==> src/rtl/mem_access_ctrl_if.sv <==
// Bus bundle for mem_access_ctrl: pipeline request/response handshake plus the data-memory port.
// master is the environment (MEM stage and memory); slave is the controller itself.
interface mem_access_ctrl_if;
  logic        req_valid;
  logic        req_ready;
  logic        req_write;
  logic        req_byte;
  logic        req_signed;
  logic [15:0] req_addr;
  logic [15:0] req_wdata;

  logic        resp_valid;
  logic        resp_ready;
  logic [15:0] resp_data;
  logic        resp_err;

  logic [15:0] mem_addr;
  logic [15:0] mem_wdata;
  logic [15:0] mem_rdata;
  logic        mem_write_n;
  logic        mem_byte_n;

  modport master (
    output req_valid, req_write, req_byte, req_signed, req_addr, req_wdata,
    output resp_ready, mem_rdata,
    input  req_ready, resp_valid, resp_data, resp_err,
    input  mem_addr, mem_wdata, mem_write_n, mem_byte_n
  );

  modport slave (
    input  req_valid, req_write, req_byte, req_signed, req_addr, req_wdata,
    input  resp_ready, mem_rdata,
    output req_ready, resp_valid, resp_data, resp_err,
    output mem_addr, mem_wdata, mem_write_n, mem_byte_n
  );
endinterface

==> src/rtl/mem_access_ctrl.sv <==
// Single-outstanding load/store initiator for a 16-bit data memory with byte extension,
// misalignment detection and a programmable number of wait states.
module mem_access_ctrl #(
  parameter int unsigned WAIT_STATES = 0
) (
  input logic              clk,
  input logic              rst,
  mem_access_ctrl_if.slave bus
);

  localparam logic [1:0] StIdle   = 2'd0;
  localparam logic [1:0] StAccess = 2'd1;
  localparam logic [1:0] StResp   = 2'd2;

  localparam logic [3:0] WaitLoad = 4'(WAIT_STATES);

  logic [1:0]  state_q, state_d;
  logic [3:0]  wait_cnt_q, wait_cnt_d;
  logic [15:0] addr_q, addr_d;
  logic [15:0] wdata_q, wdata_d;
  logic        write_q, write_d;
  logic        byte_q, byte_d;
  logic        signed_q, signed_d;
  logic [15:0] resp_data_q, resp_data_d;
  logic        resp_err_q, resp_err_d;

  logic        in_access;
  logic        last_cycle;
  logic [15:0] load_value;

  assign in_access  = (state_q == StAccess);
  assign last_cycle = in_access && (wait_cnt_q == 4'd0);

  // Memory already zero-extends byte reads, so only signed byte loads need rework.
  always_comb begin
    load_value = bus.mem_rdata;
    if (byte_q && signed_q) begin
      load_value = {{8{bus.mem_rdata[7]}}, bus.mem_rdata[7:0]};
    end
  end

  always_comb begin
    state_d     = state_q;
    wait_cnt_d  = wait_cnt_q;
    addr_d      = addr_q;
    wdata_d     = wdata_q;
    write_d     = write_q;
    byte_d      = byte_q;
    signed_d    = signed_q;
    resp_data_d = resp_data_q;
    resp_err_d  = resp_err_q;

    unique case (state_q)
      StIdle: begin
        if (bus.req_valid) begin
          addr_d      = bus.req_addr;
          wdata_d     = bus.req_wdata;
          write_d     = bus.req_write;
          byte_d      = bus.req_byte;
          signed_d    = bus.req_signed;
          resp_data_d = 16'h0000;
          if (!bus.req_byte && bus.req_addr[0]) begin
            // Misaligned word access: answer straight away, never touch memory.
            state_d    = StResp;
            resp_err_d = 1'b1;
          end else begin
            state_d    = StAccess;
            wait_cnt_d = WaitLoad;
            resp_err_d = 1'b0;
          end
        end
      end

      StAccess: begin
        if (wait_cnt_q != 4'd0) begin
          wait_cnt_d = wait_cnt_q - 4'd1;
        end else begin
          state_d = StResp;
          if (!write_q) begin
            resp_data_d = load_value;
          end
        end
      end

      StResp: begin
        if (bus.resp_ready) begin
          state_d = StIdle;
        end
      end

      default: begin
        state_d = StIdle;
      end
    endcase
  end

  always_ff @(posedge clk) begin
    if (rst) begin
      state_q     <= StIdle;
      wait_cnt_q  <= 4'd0;
      addr_q      <= 16'h0000;
      wdata_q     <= 16'h0000;
      write_q     <= 1'b0;
      byte_q      <= 1'b0;
      signed_q    <= 1'b0;
      resp_data_q <= 16'h0000;
      resp_err_q  <= 1'b0;
    end else begin
      state_q     <= state_d;
      wait_cnt_q  <= wait_cnt_d;
      addr_q      <= addr_d;
      wdata_q     <= wdata_d;
      write_q     <= write_d;
      byte_q      <= byte_d;
      signed_q    <= signed_d;
      resp_data_q <= resp_data_d;
      resp_err_q  <= resp_err_d;
    end
  end

  always_comb begin
    bus.req_ready  = (state_q == StIdle);
    bus.resp_valid = (state_q == StResp);
    bus.resp_data  = resp_data_q;
    bus.resp_err   = resp_err_q;

    bus.mem_addr    = in_access ? addr_q : 16'h0000;
    bus.mem_wdata   = in_access ? wdata_q : 16'h0000;
    bus.mem_byte_n  = in_access ? ~byte_q : 1'b1;
    // Reset gates the strobe combinationally so a write cannot land on a reset edge.
    bus.mem_write_n = ~(last_cycle && write_q) | rst;
  end

endmodule

==> src/flat_wrapper.sv <==
// flat-port wrapper written by rule: the top's interface ports become plain ports
module mem_access_ctrl_flat 
#(
  parameter int unsigned WAIT_STATES = 0
)
  (clk, rst, bus_req_valid, bus_req_write, bus_req_byte, bus_req_signed, bus_req_addr, bus_req_wdata, bus_resp_ready, bus_mem_rdata, bus_req_ready, bus_resp_valid, bus_resp_data, bus_resp_err, bus_mem_addr, bus_mem_wdata, bus_mem_write_n, bus_mem_byte_n);
  mem_access_ctrl_if bus_i ();
  input logic clk;
  input logic rst;
  input wire logic [$bits(bus_i.req_valid)-1:0] bus_req_valid;
  input wire logic [$bits(bus_i.req_write)-1:0] bus_req_write;
  input wire logic [$bits(bus_i.req_byte)-1:0] bus_req_byte;
  input wire logic [$bits(bus_i.req_signed)-1:0] bus_req_signed;
  input wire logic [$bits(bus_i.req_addr)-1:0] bus_req_addr;
  input wire logic [$bits(bus_i.req_wdata)-1:0] bus_req_wdata;
  input wire logic [$bits(bus_i.resp_ready)-1:0] bus_resp_ready;
  input wire logic [$bits(bus_i.mem_rdata)-1:0] bus_mem_rdata;
  output wire logic [$bits(bus_i.req_ready)-1:0] bus_req_ready;
  output wire logic [$bits(bus_i.resp_valid)-1:0] bus_resp_valid;
  output wire logic [$bits(bus_i.resp_data)-1:0] bus_resp_data;
  output wire logic [$bits(bus_i.resp_err)-1:0] bus_resp_err;
  output wire logic [$bits(bus_i.mem_addr)-1:0] bus_mem_addr;
  output wire logic [$bits(bus_i.mem_wdata)-1:0] bus_mem_wdata;
  output wire logic [$bits(bus_i.mem_write_n)-1:0] bus_mem_write_n;
  output wire logic [$bits(bus_i.mem_byte_n)-1:0] bus_mem_byte_n;
  assign bus_i.req_valid = bus_req_valid;
  assign bus_i.req_write = bus_req_write;
  assign bus_i.req_byte = bus_req_byte;
  assign bus_i.req_signed = bus_req_signed;
  assign bus_i.req_addr = bus_req_addr;
  assign bus_i.req_wdata = bus_req_wdata;
  assign bus_i.resp_ready = bus_resp_ready;
  assign bus_i.mem_rdata = bus_mem_rdata;
  assign bus_req_ready = bus_i.req_ready;
  assign bus_resp_valid = bus_i.resp_valid;
  assign bus_resp_data = bus_i.resp_data;
  assign bus_resp_err = bus_i.resp_err;
  assign bus_mem_addr = bus_i.mem_addr;
  assign bus_mem_wdata = bus_i.mem_wdata;
  assign bus_mem_write_n = bus_i.mem_write_n;
  assign bus_mem_byte_n = bus_i.mem_byte_n;
  mem_access_ctrl #(.WAIT_STATES(WAIT_STATES)) u_core (.clk(clk), .rst(rst), .bus(bus_i));
endmodule
==> config.mk <==
export PLATFORM = sky130hd
export DESIGN_NAME = mem_access_ctrl_flat
export DESIGN_NICKNAME = d
export VERILOG_FILES = /design/src/rtl/mem_access_ctrl_if.sv /design/src/rtl/mem_access_ctrl.sv /design/src/flat_wrapper.sv
export SDC_FILE = /design/constraint.sdc
export NUM_CORES = 1
export LEC_CHECK = 0
export BUFFER_PORTS_ARGS = -buffer_cell sky130_fd_sc_hd__buf_4
export CAP_MARGIN = 20
export CORE_ASPECT_RATIO = 1.1
export CORE_UTILIZATION = 30
export DETAILED_ROUTE_END_ITERATION = 8
export PLACE_DENSITY = 0.64
export SLEW_MARGIN = 20
export SYNTH_ARGS = -nofsm -noshare
export SYNTH_HDL_FRONTEND = slang
export SYNTH_SLANG_ARGS = --single-unit
export TNS_END_PERCENT = 50
==> constraint.sdc <==
create_clock -name clk -period 4 [get_ports clk]
set_clock_uncertainty 0.05 [all_clocks]
set_input_delay 0.2 -clock clk [delete_from_list [all_inputs] [get_ports clk]]
set_output_delay 0.2 -clock clk [all_outputs]
set_load 0.005 [all_outputs]
Word-level counts from Yosys, hierarchy flattened
Cells that the tools add are included.
{"block": "op_classes", "add_sub_neg": 1, "eq_ne": 8, "mux": 18, "bitwise": 3, "n_reduce_logical": 13}
{"op": "2-to-1 mux 16 bit", "count": 6}
{"op": "one-hot mux 16 bit (2 select lines)", "count": 1}
{"op": "2-to-1 mux 4 bit", "count": 3}
{"op": "inequality test 2 bit, second input constant", "count": 6}
{"op": "2-to-1 mux 2 bit", "count": 4}
{"op": "one-hot mux 4 bit (2 select lines)", "count": 1}
{"op": "AND reduction 4 bit", "count": 2}
{"op": "one-hot mux 2 bit (3 select lines)", "count": 1}
{"op": "logical AND 1 bit", "count": 4}
{"op": "zero test 4 bit", "count": 1}
{"op": "nonzero test 4 bit", "count": 1}
{"op": "subtractor 4 x 1 -> 4 bit, second input constant", "count": 1}
{"op": "AND reduction 3 bit", "count": 1}
{"op": "equality test 2 x 1 -> 1 bit, second input constant", "count": 1}
{"op": "equality test 2 bit, second input constant", "count": 1}
{"op": "zero test 2 bit", "count": 1}
{"op": "2-to-1 mux 1 bit", "count": 2}
{"op": "NOT 1 bit", "count": 2}
{"op": "AND reduction 2 bit", "count": 1}
{"op": "nonzero test 2 bit", "count": 1}
{"op": "zero test 1 bit", "count": 1}
{"op": "OR 1 bit", "count": 1}
{"block": "word_totals", "regBits": 58, "inputBits": 55, "word_cells": 52}

Depth between registers and ports, before layout
Gate-level depths: netlist (run 1).
{"block": "depth", "word_depth": 5, "depth_mapped": 7}

Worst setup path after synthesis (run 1)
No wires, ideal clock.
{"block": "synth_path", "path_type": "register to register", "start": "register u_core.wait_cnt_q[0]", "end": "register u_core.resp_data_q[10], in the netlist u_core.bus.resp_data[10]", "arrival_ns": 1.463, "setup_slack_ns": 2.360, "stages_incl_launch_ff": 8, "path_buffers": 1, "synth_period_minus_slack_ns": 1.640, "cell_sequence": "dfxtp_1 inv_1 ha_1 nand4bb_4 a221oi_4 buf_6 mux2i_1 nor2_1"}
{"block": "synth_via", "elab_chain_cells": 3}
{"item": "start: declaration", "line_no": "mem_access_ctrl.sv:18", "text": "logic [3:0] wait_cnt_q, wait_cnt_d;"}
{"item": "start signal: assignment", "line_no": "mem_access_ctrl.sv:110", "text": "wait_cnt_q <= wait_cnt_d;"}
{"item": "nonzero test 4 bit", "line_no": "mem_access_ctrl.sv:75", "text": "if (wait_cnt_q != 4'd0) begin"}
{"item": "inequality test 2 bit (no line)"}
{"item": "AND reduction 4 bit (no line)"}
{"item": "end signal: assignment", "line_no": "mem_access_ctrl.sv:116", "text": "resp_data_q <= resp_data_d;"}
{"item": "end: declaration", "line_no": "mem_access_ctrl.sv:24", "text": "logic [15:0] resp_data_q, resp_data_d;"}
Every way passes these cells.
A chain may end at the register's enable or synchronous reset.

Worst setup path after layout (run 1)
{"block": "layout_path", "start": "register u_core.state_q[0]", "end": "output bus_mem_wdata[10]"}
{"block": "layout_via", "elab_chain_cells": 2}
{"item": "start: declaration", "line_no": "mem_access_ctrl.sv:17", "text": "logic [1:0] state_q, state_d;"}
{"item": "start signal: assignment", "line_no": "mem_access_ctrl.sv:99", "text": "state_q <= StIdle;"}
{"item": "start signal: assignment", "line_no": "mem_access_ctrl.sv:109", "text": "state_q <= state_d;"}
{"item": "equality test 2 x 1 -> 1 bit", "line_no": "mem_access_ctrl.sv:31", "text": "assign in_access = (state_q == StAccess);"}
{"item": "2-to-1 mux 16 bit", "line_no": "mem_access_ctrl.sv:128", "text": "bus.mem_wdata = in_access ? wdata_q : 16'h0000;"}
{"item": "end: declaration", "line_no": "flat_wrapper.sv:23", "text": "output wire logic [$bits(bus_i.mem_wdata)-1:0] bus_mem_wdata;"}
Every way passes these cells.

==> impl_results.md, run 1 <==
- N_diodes: 0
- Core area: 8450 um^2
- GR Util All Layers: 14.5%
- WHS Endpoint: u_core.addr_q[15]
- Crit path capture type: primary output
- Cell Rows: 35
- Relative slew slack: 31.3%
- Wire per inst: 12.3 um
- FF-to-FF setup slack: 1.76 ns
- Finished layout cell area: 3700 um^2
- PD cells: 409 nW/um^2
- Most numerous cell on the critical path: buf_4
- I/O Pins: 108
- Worst R2R Start: u_core.wait_cnt_q[0]
- CP max FO: 26
- Clock power share: 44.6%
- Initial Util: 31.1%
- Routability Congestion: 0.722
- Gate Count Post-Synth: 319
- Share of post-route cells with drive strength above 1: 34.0%
- Net Switching: 357 uW
- Post-synth EDFFs: 0
- Initial DRT Pass Iterations: 5
- Critical path class: reg -> out
- CP max stage cell: and2b_1
- IO buf count: 107
- Synthesized net count: 375
- Endpoints failing setup: 0
- Vias/cell: 4.56
- Worst-Margin Slew: 1.03 ns
- Worst hold margin: 0.0595 ns
- Final core utilization: 43.8%
- Post-CTS setup buffer count: 0
- Initial antenna violation count: 0
- Status: completed
- CTS H-tree depth: 3
- RSZ-0062 raised after global routing: false
- Post-route ant nets: 0
- Switch share: 23.6%
- HPWL after DPL: 4.49 mm
- Cell Area, Placed: 3450 um^2
- Top cells by count, synth: nand2_1 (75), dfxtp_1 (58), a21oi_1 (54)
- Vias in the first global route: 2251
- Cell family with most CP delay: simple AND/OR/NAND/NOR gates
- DIE AREA: 9150 um^2
- Aggregate global routing overflow: 0
- Peak VDD IR: 0.199 mV
- Cell with the most instances after synthesis: nand2_1
- Maximum clock rate: 395 MHz
- Pleak: 0.00164 uW
- Post-CTS sizing: 0
- # DRC: 0
- Worst-path cell chain: and2b_1 > buf_4 > and2_1 > buf_4
- Post-layout min period: 2.53 ns
- Worst hold path depth: 3
- Area Growth Syn to Fin: 40.7%
- Synth Area per Inst: 8.25 um^2
- Die Width: 91.3 um
- Post-synthesis sequential area ratio: 44.1%
- Number of vias in the routed layout: 2422
- WL final: 6.55 mm
- Sequential share of power: 41.8%
- CTS tree: done
- Pin count of the biggest net entering global routing: 60
- Clk slew on worst S/H paths: 0.07 ns
- Chip Height: 100 um
- CTS Hold Bufs: 0
- First-pass GRT wire length: 10.5 mm
- Max Cap Violations: 0
- Max-slew violations: 0
- Area share of the largest cell type after synthesis: 44.1%
- Worst Hold Launch: bus_req_addr[15]
- Hold crit path type: in -> reg
- Yosys warns: 0
- WP data arrival: 2.28 ns
- Final TNS setup: 0 ns
- Mapped cell area: 2630 um^2
- Num CTS Buffers: 9
- Worst-skew pair later-pin latency: 0.33 ns
- Combinational fraction of design power: 13.6%
- Post-synth cell types: 32
- Clock net sink count: 58
- Crit path launch type: flop
- Internal power: 1160 uW
- Tcrit/Tclk final: 63.2%
- Top cells by area, synth: dfxtp_1 (44%), nand2_1 (11%), a21oi_1 (10%), and2_1 (7.8%), mux2i_1 (3.4%)
- Largest stage delay, worst path: 0.70 ns
- Synth area leader: dfxtp_1
- CP required: 3.75 ns
- CTS root buf: clkbuf_8
- Seq cells post-synth: 58
- NumNets Final: 471
- FF-to-FF path depth: 6
- Share of flip-flops with an asynchronous set or reset: 0%
- Initial DRC Count: 84
- RR Endpoint: u_core.bus.resp_data[10]
- Top FF cell, synth: dfxtp_1
- CP Buf/Inv Count: 2
- Final hold vios: 0
- Max clock buf depth: 2
==> final cells by class <==
type                       instances  area [um^2]
fill                             848         4750
tap                              111          139
multi-input combinational        232         1320
clock buffer                      11          151
clock inverter                     5          100
sequential                        58         1160
inverter                           5         18.8
timing repair buffer             109          818
==> worst max path at each step <==
| stage | startpoint | end | depth (start not counted) |
|---|---|---|---|
| 2_1_floorplan | u_core.wait_cnt_q[0] | u_core.bus.resp_data[10] | 7 |
| 3_3_place_gp | u_core.state_q[0] | bus_mem_wdata[10] | 4 |
| 3_5_place_dp | u_core.wait_cnt_q[0] | u_core.bus.resp_data[10] | 6 |
| 4_1_cts | u_core.state_q[0] | bus_mem_wdata[10] | 4 |
| 5_1_grt | u_core.state_q[0] | bus_mem_wdata[10] | 4 |
| 6_report | u_core.state_q[0] | bus_mem_wdata[10] | 4 |
==> worst register-to-register path, cell delays in order (launching register included) <==
cell	delay, ns
dfxtp_1	0.33
inv_1	0.07
ha_1	0.28
nand4bb_4	0.16
a221oi_4	0.88
mux2i_1	0.29
nor2_1	0.05
==> power groups by stage <==
stage	Clock, uW	Combinational, uW	Sequential [uW]
floorplan	0	140	636
global placement	0	206	645
detailed placement	0	210	646
CTS	698	210	633
global route	720	231	637
finish	677	206	633
==> flip-flops by register name (all words and copies together) (netlist names) <==
name	count
u_core.signed_q	1
u_core.state_q	2
u_core.write_q	1
u_core.wait_cnt_q	4
u_core.bus.resp_err	1
u_core.bus.resp_data	16
u_core.addr_q	16
u_core.wdata_q	16
u_core.byte_q	1
==> layer usage <==
| metal | up-vias | GRT usage (%) | routed length (um) |
|---|---|---|---|
| li1 | 1236 | - | - |
| met1 | 1098 | 17.4 | 2980 |
| met2 | 75 | 24.0 | 3110 |
| met3 | 13 | 4.24 | 343 |
| met4 | 0 | 6.59 | 123 |
| met5 | - | 0 | 0 |
==> kinds of logic after synthesis <==
kind of cell | after synthesis | synth area share, %
fa+ha+maj | 1 | 0.475
buf+inv | 29 | 5.99
flops | 58 | 44.1
compound gates | 67 | 16.2
simple gates | 155 | 29.8
mux | 9 | 3.42
==> through the flow <==
step                std cells  total power [uW]  setup slack, ns
floorplan                 319               776             2.36
global placement          515               851             1.82
detailed placement        515               856             1.74
CTS                       531              1540             1.42
global route              531              1590             1.24
finish                    531              1520             1.47
==> cell usage in the layout, fill, tap and decap left out, types with 2 or more instances in the layout <==
cell	count
nor2_1	13
bufinv_16	3
nand2_1	74
clkinv_2	2
dfxtp_1	58
a21bo_2	8
clkbuf_8	11
nor3_1	3
and2_1	33
mux2i_1	9
nand3_1	9
a21oi_1	54
buf_4	109
inv_1	5
nand2b_1	10
nand4_1	2
Power figures use the tool's default switching activity.
==> run 2: changes to the inputs <==
==> constraint.sdc (replaced) <==
create_clock -name clk -period 2.38 [get_ports clk]
set_clock_uncertainty 0.05 [all_clocks]
set_input_delay 0.119 -clock clk [delete_from_list [all_inputs] [get_ports clk]]
set_output_delay 0.119 -clock clk [all_outputs]
set_load 0.005 [all_outputs]
==> impl_results.md, run 2 (synthesized netlist as in run 1, its figures left out) <==
- CTS tree: done (unchanged)
- Leading cell type in the layout, fill and taps excluded: buf_4 (unchanged)
- CP max stage cell: dfxtp_1 (was and2b_1)
- PD cells: 616 nW/um^2 (was 409 nW/um^2)
- First-pass GRT wire length: 11.6 mm (was 10.5 mm)
- Most numerous cell on the critical path: buf_4 (unchanged)
- Status: completed (unchanged)
- NumNets Final: 517 (was 471)
- Core area: 8450 um^2 (unchanged)
- Worst hold margin: 0.0341 ns (was 0.0595 ns)
- IO buf count: 107 (unchanged)
- Area Growth Syn to Fin: 57.1% (was 40.7%)
- CP required: 2.21 ns (was 3.75 ns)
- Critical path class: reg -> out (unchanged)
- Crit path capture type: primary output (unchanged)
- Post-CTS sizing: 0 (unchanged)
- N_diodes: 0 (unchanged)
- Share of post-route cells with drive strength above 1: 30.9% (was 34.0%)
- Aggregate global routing overflow: 0 (unchanged)
- Peak VDD IR: 0.450 mV (was 0.199 mV)
- Clk slew on worst S/H paths: 0.06 ns (was 0.07 ns)
- Max-slew violations: 0 (unchanged)
- Max Cap Violations: 0 (unchanged)
- Post-CTS setup buffer count: 0 (unchanged)
- Relative slew slack: 57.7% (was 31.3%)
- Final hold vios: 0 (unchanged)
- Worst hold path depth: 3 (unchanged)
- Post-layout min period: 2.15 ns
- Cell Rows: 35 (unchanged)
- Pleak: 0.00182 uW (was 0.00164 uW)
- FF-to-FF path depth: 7 (was 6)
- Fillers: 822 (was 848)
- I/O Pins: 108 (unchanged)
- Wire per inst: 12.1 um (was 12.3 um)
- Maximum clock rate: 464 MHz
- Num CTS Buffers: 9 (unchanged)
- Crit path launch type: flop (unchanged)
- Initial Util: 31.1% (unchanged)
- Hold crit path type: in -> reg (unchanged)
- Largest stage delay, worst path: 0.61 ns (was 0.70 ns)
- Worst-skew pair later-pin latency: 0.34 ns (was 0.33 ns)
- Final TNS setup: 0 ns (unchanged)
- Routability Congestion: 0.722 (about the same)
- Initial DRT Pass Iterations: 4 (was 5)
- Initial antenna violation count: 0 (unchanged)
- Sequential Area: 1160 um^2 (unchanged)
- Commonest non-fill, non-tap cells in the layout: buf_4 (112), nand2_1 (75), dfxtp_1 (58), a21oi_1 (54), dlygate4sd3_1 (43) (was buf_4 (109), nand2_1 (74), dfxtp_1 (58), a21oi_1 (54), and2_1 (33))
- Worst-Margin Slew: 0.634 ns (was 1.03 ns)
- Post-Place Worst Slack: 0.475 ns (was 1.74 ns)
- # DRC: 0 (unchanged)
- Number of vias in the routed layout: 2632 (was 2422)
- Area of the multi-input gates: 1310 um^2 (was 1320 um^2)
- Worst-path cell chain: and2b_1 > buf_4 > and2_1 > buf_4 (unchanged)
- Tcrit/Tclk final: 90.5%
- Post-route ant nets: 0 (unchanged)
- WL final: 6.99 mm (was 6.55 mm)
- Pin count of the biggest net entering global routing: 60 (unchanged)
- Vias/cell: 4.56 (about the same)
- Die Width: 91.3 um (unchanged)
- DIE AREA: 9150 um^2 (unchanged)
- Max clock buf depth: 2 (unchanged)
- RSZ-0062 raised after global routing: false (unchanged)
- Final WS setup: 0.225 ns (was 1.47 ns)
- Endpoints failing setup: 0 (unchanged)
- Chip Height: 100 um (unchanged)
- Initial DRC Count: 60 (was 84)
- Clock net sink count: 58 (unchanged)
- CP max FO: 40 (was 26)
- HPWL after DPL: 4.51 mm (was 4.49 mm)
- GR Util All Layers: 16.1% (was 14.5%)
- WP data arrival: 1.99 ns (was 2.28 ns)
- Vias in the first global route: 2574 (was 2251)
- CTS root buf: clkbuf_8 (unchanged)
- CTS H-tree depth: 3 (unchanged)
## run 2: power breakdown
part / internal, uW / switching (uW) / leakage, uW
sequential: 1030 / 40.6 / 0.000474
clock: 690 / 383 / 0.000120
combinational: 225 / 185 / 0.00123
## run 2: path summary, 6_finish.rpt
kind,from,end,slack (ns)
worst max register to register,u_core.wait_cnt_q[0],u_core.bus.resp_data[12],0.46
worst max-delay path,u_core.state_q[0],bus_mem_wdata[7],0.23
worst min register to register,u_core.wdata_q[10],u_core.wdata_q[10],0.40
worst min-delay path,bus_resp_ready,u_core.state_q[1],0.03
## run 2: area by class of cell
cell class | instances | share of cell area, %
Multi-Input combinational cell | 232 | 31.8
Clock inverter | 6 | 2.54
Sequential cell | 58 | 28.1
Tap cell | 111 | 3.36
Timing Repair Buffer | 155 | 30.7
Clock buffer | 10 | 3.09
Inverter | 5 | 0.454
## run 2: worst max-delay path, delay by kind of cell, from the launching register on
family                 cells  cell delay, ns
DFF                        1            0.61
and+or+nand+nor            2            0.55
buffers and inverters      2            0.47
## run 2: layer usage
layer / GRT usage (%) / vias up / wire [um]
met4: 6.23 / 0 / 101
li1: - / 1335 / -
met5: 0 / - / 0
met3: 3.79 / 11 / 312
met1: 18.1 / 1219 / 2880
met2: 29.4 / 67 / 3700
## run 2: what timing repair did
action,in CTS,in global routing
hold endpoints to repair,43,0
hold buffers,43,0
endpoints found under the setup margin,0,0
## run 2: per-stage QoR
step	power [uW]	instance area, um^2	instances	util, %
2_1_floorplan	1300	2630	319	-
3_3_place_gp	1440	3470	518	41.1
3_5_place_dp	1450	3470	518	41.1
4_1_cts	2590	4140	577	48.9
5_1_grt	2680	4140	577	48.9
6_report	2550	4140	577	48.9
==> run 3: changes to the inputs <==
--- a/config.mk
+++ b/config.mk
@@ -9,6 +9,7 @@
 export CAP_MARGIN = 20
 export CORE_ASPECT_RATIO = 1.1
 export CORE_UTILIZATION = 30
+export CTS_BUF_LIST = sky130_fd_sc_hd__clkbuf_16
 export DETAILED_ROUTE_END_ITERATION = 8
 export PLACE_DENSITY = 0.64
 export SLEW_MARGIN = 20
==> impl_results.md, run 3 (synthesized netlist as in run 1, its figures left out) <==
- Worst R2R Start: u_core.wait_cnt_q[0] (unchanged)
- Vias/cell: 4.53 (was 4.56)
- RSZ-0062 raised after global routing: false (unchanged)
- Core area: 8450 um^2 (unchanged)
- I/O Pins: 108 (unchanged)
- FF-to-FF path depth: 7 (unchanged)
- Num CTS Buffers: 9 (unchanged)
- Commonest non-fill, non-tap cells in the layout: buf_4 (112), nand2_1 (75), dfxtp_1 (58), a21oi_1 (54), and2_1 (33) (was buf_4 (112), nand2_1 (75), dfxtp_1 (58), a21oi_1 (54), dlygate4sd3_1 (43))
- Final hold vios: 0 (unchanged)
- Chip Height: 100 um (unchanged)
- CP max stage cell: dfxtp_1 (unchanged)
- Max clock buf depth: 2 (unchanged)
- Worst-Margin Slew: 0.636 ns (was 0.634 ns)
- Initial DRT Pass Iterations: 4 (unchanged)
- Initial DRC Count: 55 (was 60)
- Area Growth Syn to Fin: 53.8% (was 57.1%)
- RR Endpoint: u_core.bus.resp_data[14] (was u_core.bus.resp_data[12])
- PD cells: 712 nW/um^2 (was 616 nW/um^2)
- Combinational fraction of design power: 13.3% (was 16.1%)
- CP required: 2.21 ns (about the same)
- Worst-path cell chain: and2b_1 > buf_4 > and2_1 > buf_4 (unchanged)
- Overall Power: 2880 uW (was 2550 uW)
- Pin count of the biggest net entering global routing: 60 (unchanged)
- Sequential share of power: 37.1% (was 41.8%)
- First-pass GRT wire length: 11.0 mm (was 11.6 mm)
- Peak VDD IR: 0.486 mV (was 0.450 mV)
- Leading cell type in the layout, fill and taps excluded: buf_4 (unchanged)
- HPWL after DPL: 4.51 mm (unchanged)
- Relative slew slack: 57.6% (was 57.7%)
- WHS Endpoint: u_core.wdata_q[6] (was u_core.state_q[1])
- Routability Congestion: 0.722 (unchanged)
- Internal power: 2240 uW (was 1940 uW)
- Max-slew violations: 0 (unchanged)
- NumNets Final: 498 (was 517)
- Post-CTS sizing: 0 (unchanged)
- Status: completed (unchanged)
- Worst Hold Launch: bus_req_wdata[6] (was bus_resp_ready)
- Worst hold path depth: 3 (unchanged)
- Aggregate global routing overflow: 0 (unchanged)
- Crit path capture type: primary output (unchanged)
- Vias in the first global route: 2453 (was 2574)
- WP data arrival: 1.94 ns (was 1.99 ns)
- Post-route ant nets: 0 (unchanged)
- WL final: 6.63 mm (was 6.99 mm)
- Initial antenna violation count: 0 (unchanged)
- Switch share: 22.1% (was 23.9%)
- Final TNS setup: 0 ns (unchanged)
- Hold crit path type: in -> reg (unchanged)
- Pleak: 0.00179 uW (was 0.00182 uW)
- CP max FO: 40 (unchanged)
- Most numerous cell on the critical path: buf_4 (unchanged)
- Crit path launch type: flop (unchanged)
- Largest stage delay, worst path: 0.59 ns (was 0.61 ns)
- CTS tree: done (unchanged)
- DIE AREA: 9150 um^2 (unchanged)
- Clock net sink count: 58 (unchanged)
- Die Width: 91.3 um (unchanged)
- Post-layout min period: 2.11 ns (was 2.15 ns)
- Net Switching: 637 uW (was 608 uW)
- Endpoints failing setup: 0 (unchanged)
- Number of vias in the routed layout: 2525 (was 2632)
- N_diodes: 0 (unchanged)
- Worst-skew pair later-pin latency: 0.32 ns (was 0.34 ns)
- # DRC: 0 (unchanged)
- CTS root buf: clkbuf_16 (was clkbuf_8)
- CTS H-tree depth: 3 (unchanged)
- Share of post-route cells with drive strength above 1: 32.2% (was 30.9%)
- Maximum clock rate: 474 MHz (was 464 MHz)
- Initial Util: 31.1% (unchanged)
- CP Buf/Inv Count: 2 (unchanged)
- Cell Rows: 35 (unchanged)
- Tcrit/Tclk final: 88.6% (was 90.5%)
- GR Util All Layers: 15.3% (was 16.1%)
- Max Cap Violations: 0 (unchanged)
- Critical path class: reg -> out (unchanged)
- IO buf count: 107 (unchanged)
- Clk slew on worst S/H paths: 0.05 ns (was 0.06 ns)
- FF-to-FF setup slack: 0.46 ns (about the same)
- Cell family with most CP delay: flip-flops (unchanged)
- Clock power share: 49.6% (was 42.1%)
- Wire per inst: 11.9 um (was 12.1 um)
## run 3: how the worst max path moves through the flow
| stage | startpoint | endpoint | slack, ns | cells after the start |
|---|---|---|---|---|
| 2_1_floorplan | u_core.wait_cnt_q[0] | u_core.bus.resp_data[10] | 0.74 | 7 |
| 3_3_place_gp | u_core.wait_cnt_q[0] | u_core.bus.resp_data[10] | 0.53 | 7 |
| 3_5_place_dp | u_core.wait_cnt_q[0] | u_core.bus.resp_data[12] | 0.48 | 7 |
| 4_1_cts | u_core.state_q[0] | bus_mem_wdata[6] | 0.22 | 4 |
| 5_1_grt | u_core.state_q[0] | bus_mem_wdata[14] | 0.07 | 4 |
| 6_report | u_core.state_q[0] | bus_mem_wdata[9] | 0.27 | 4 |
## run 3: per-stage QoR
step	hold slack, ns	worst slack (ns)	util (%)	instance area, um^2	instances
6_report	0.0119	0.272	47.9	4050	558
5_1_grt	0.00378	0.0737	47.9	4050	558
4_1_cts	0.0000604	0.225	47.9	4050	558
3_5_place_dp	0.329	0.475	41.1	3470	518
3_3_place_gp	0.316	0.526	41.1	3470	518
2_1_floorplan	0.203	0.740	-	2630	319
## run 3: final cells by class
type	count	area [um^2]
timing repair buffer	136	1080
tap	111	139
fill	844	4400
inverter	5	18.8
clock inverter	7	109
clock buffer	9	225
multi-input combinational	232	1310
sequential	58	1160
## run 3: per-layer routing
layer | GRT usage (%) | wire length, um | vias to the layer above
met5 | 0 | 0 | -
met3 | 4.32 | 311 | 5
met4 | 5.49 | 42 | 0
met2 | 27.3 | 3430 | 65
li1 | - | - | 1300
met1 | 17.4 | 2840 | 1155
## run 3: repair_timing
item,CTS,global route
endpoints found under the hold margin,24,0
setup buffers,0,0
hold buffers,24,0
endpoints found under the setup margin,0,0
## run 3: worst min-delay path, cell delays in order
cell and delay [ns]:
buf_4 0.11, nand2_1 0.05, a21oi_1 0.05
## run 3: power groups by stage
stage,clock (uW),combinational (uW),sequential [uW]
3_5_place_dp,0,358,1090
2_1_floorplan,0,235,1070
5_1_grt,1520,428,1080
3_3_place_gp,0,353,1090
6_report,1430,384,1070
4_1_cts,1470,391,1070
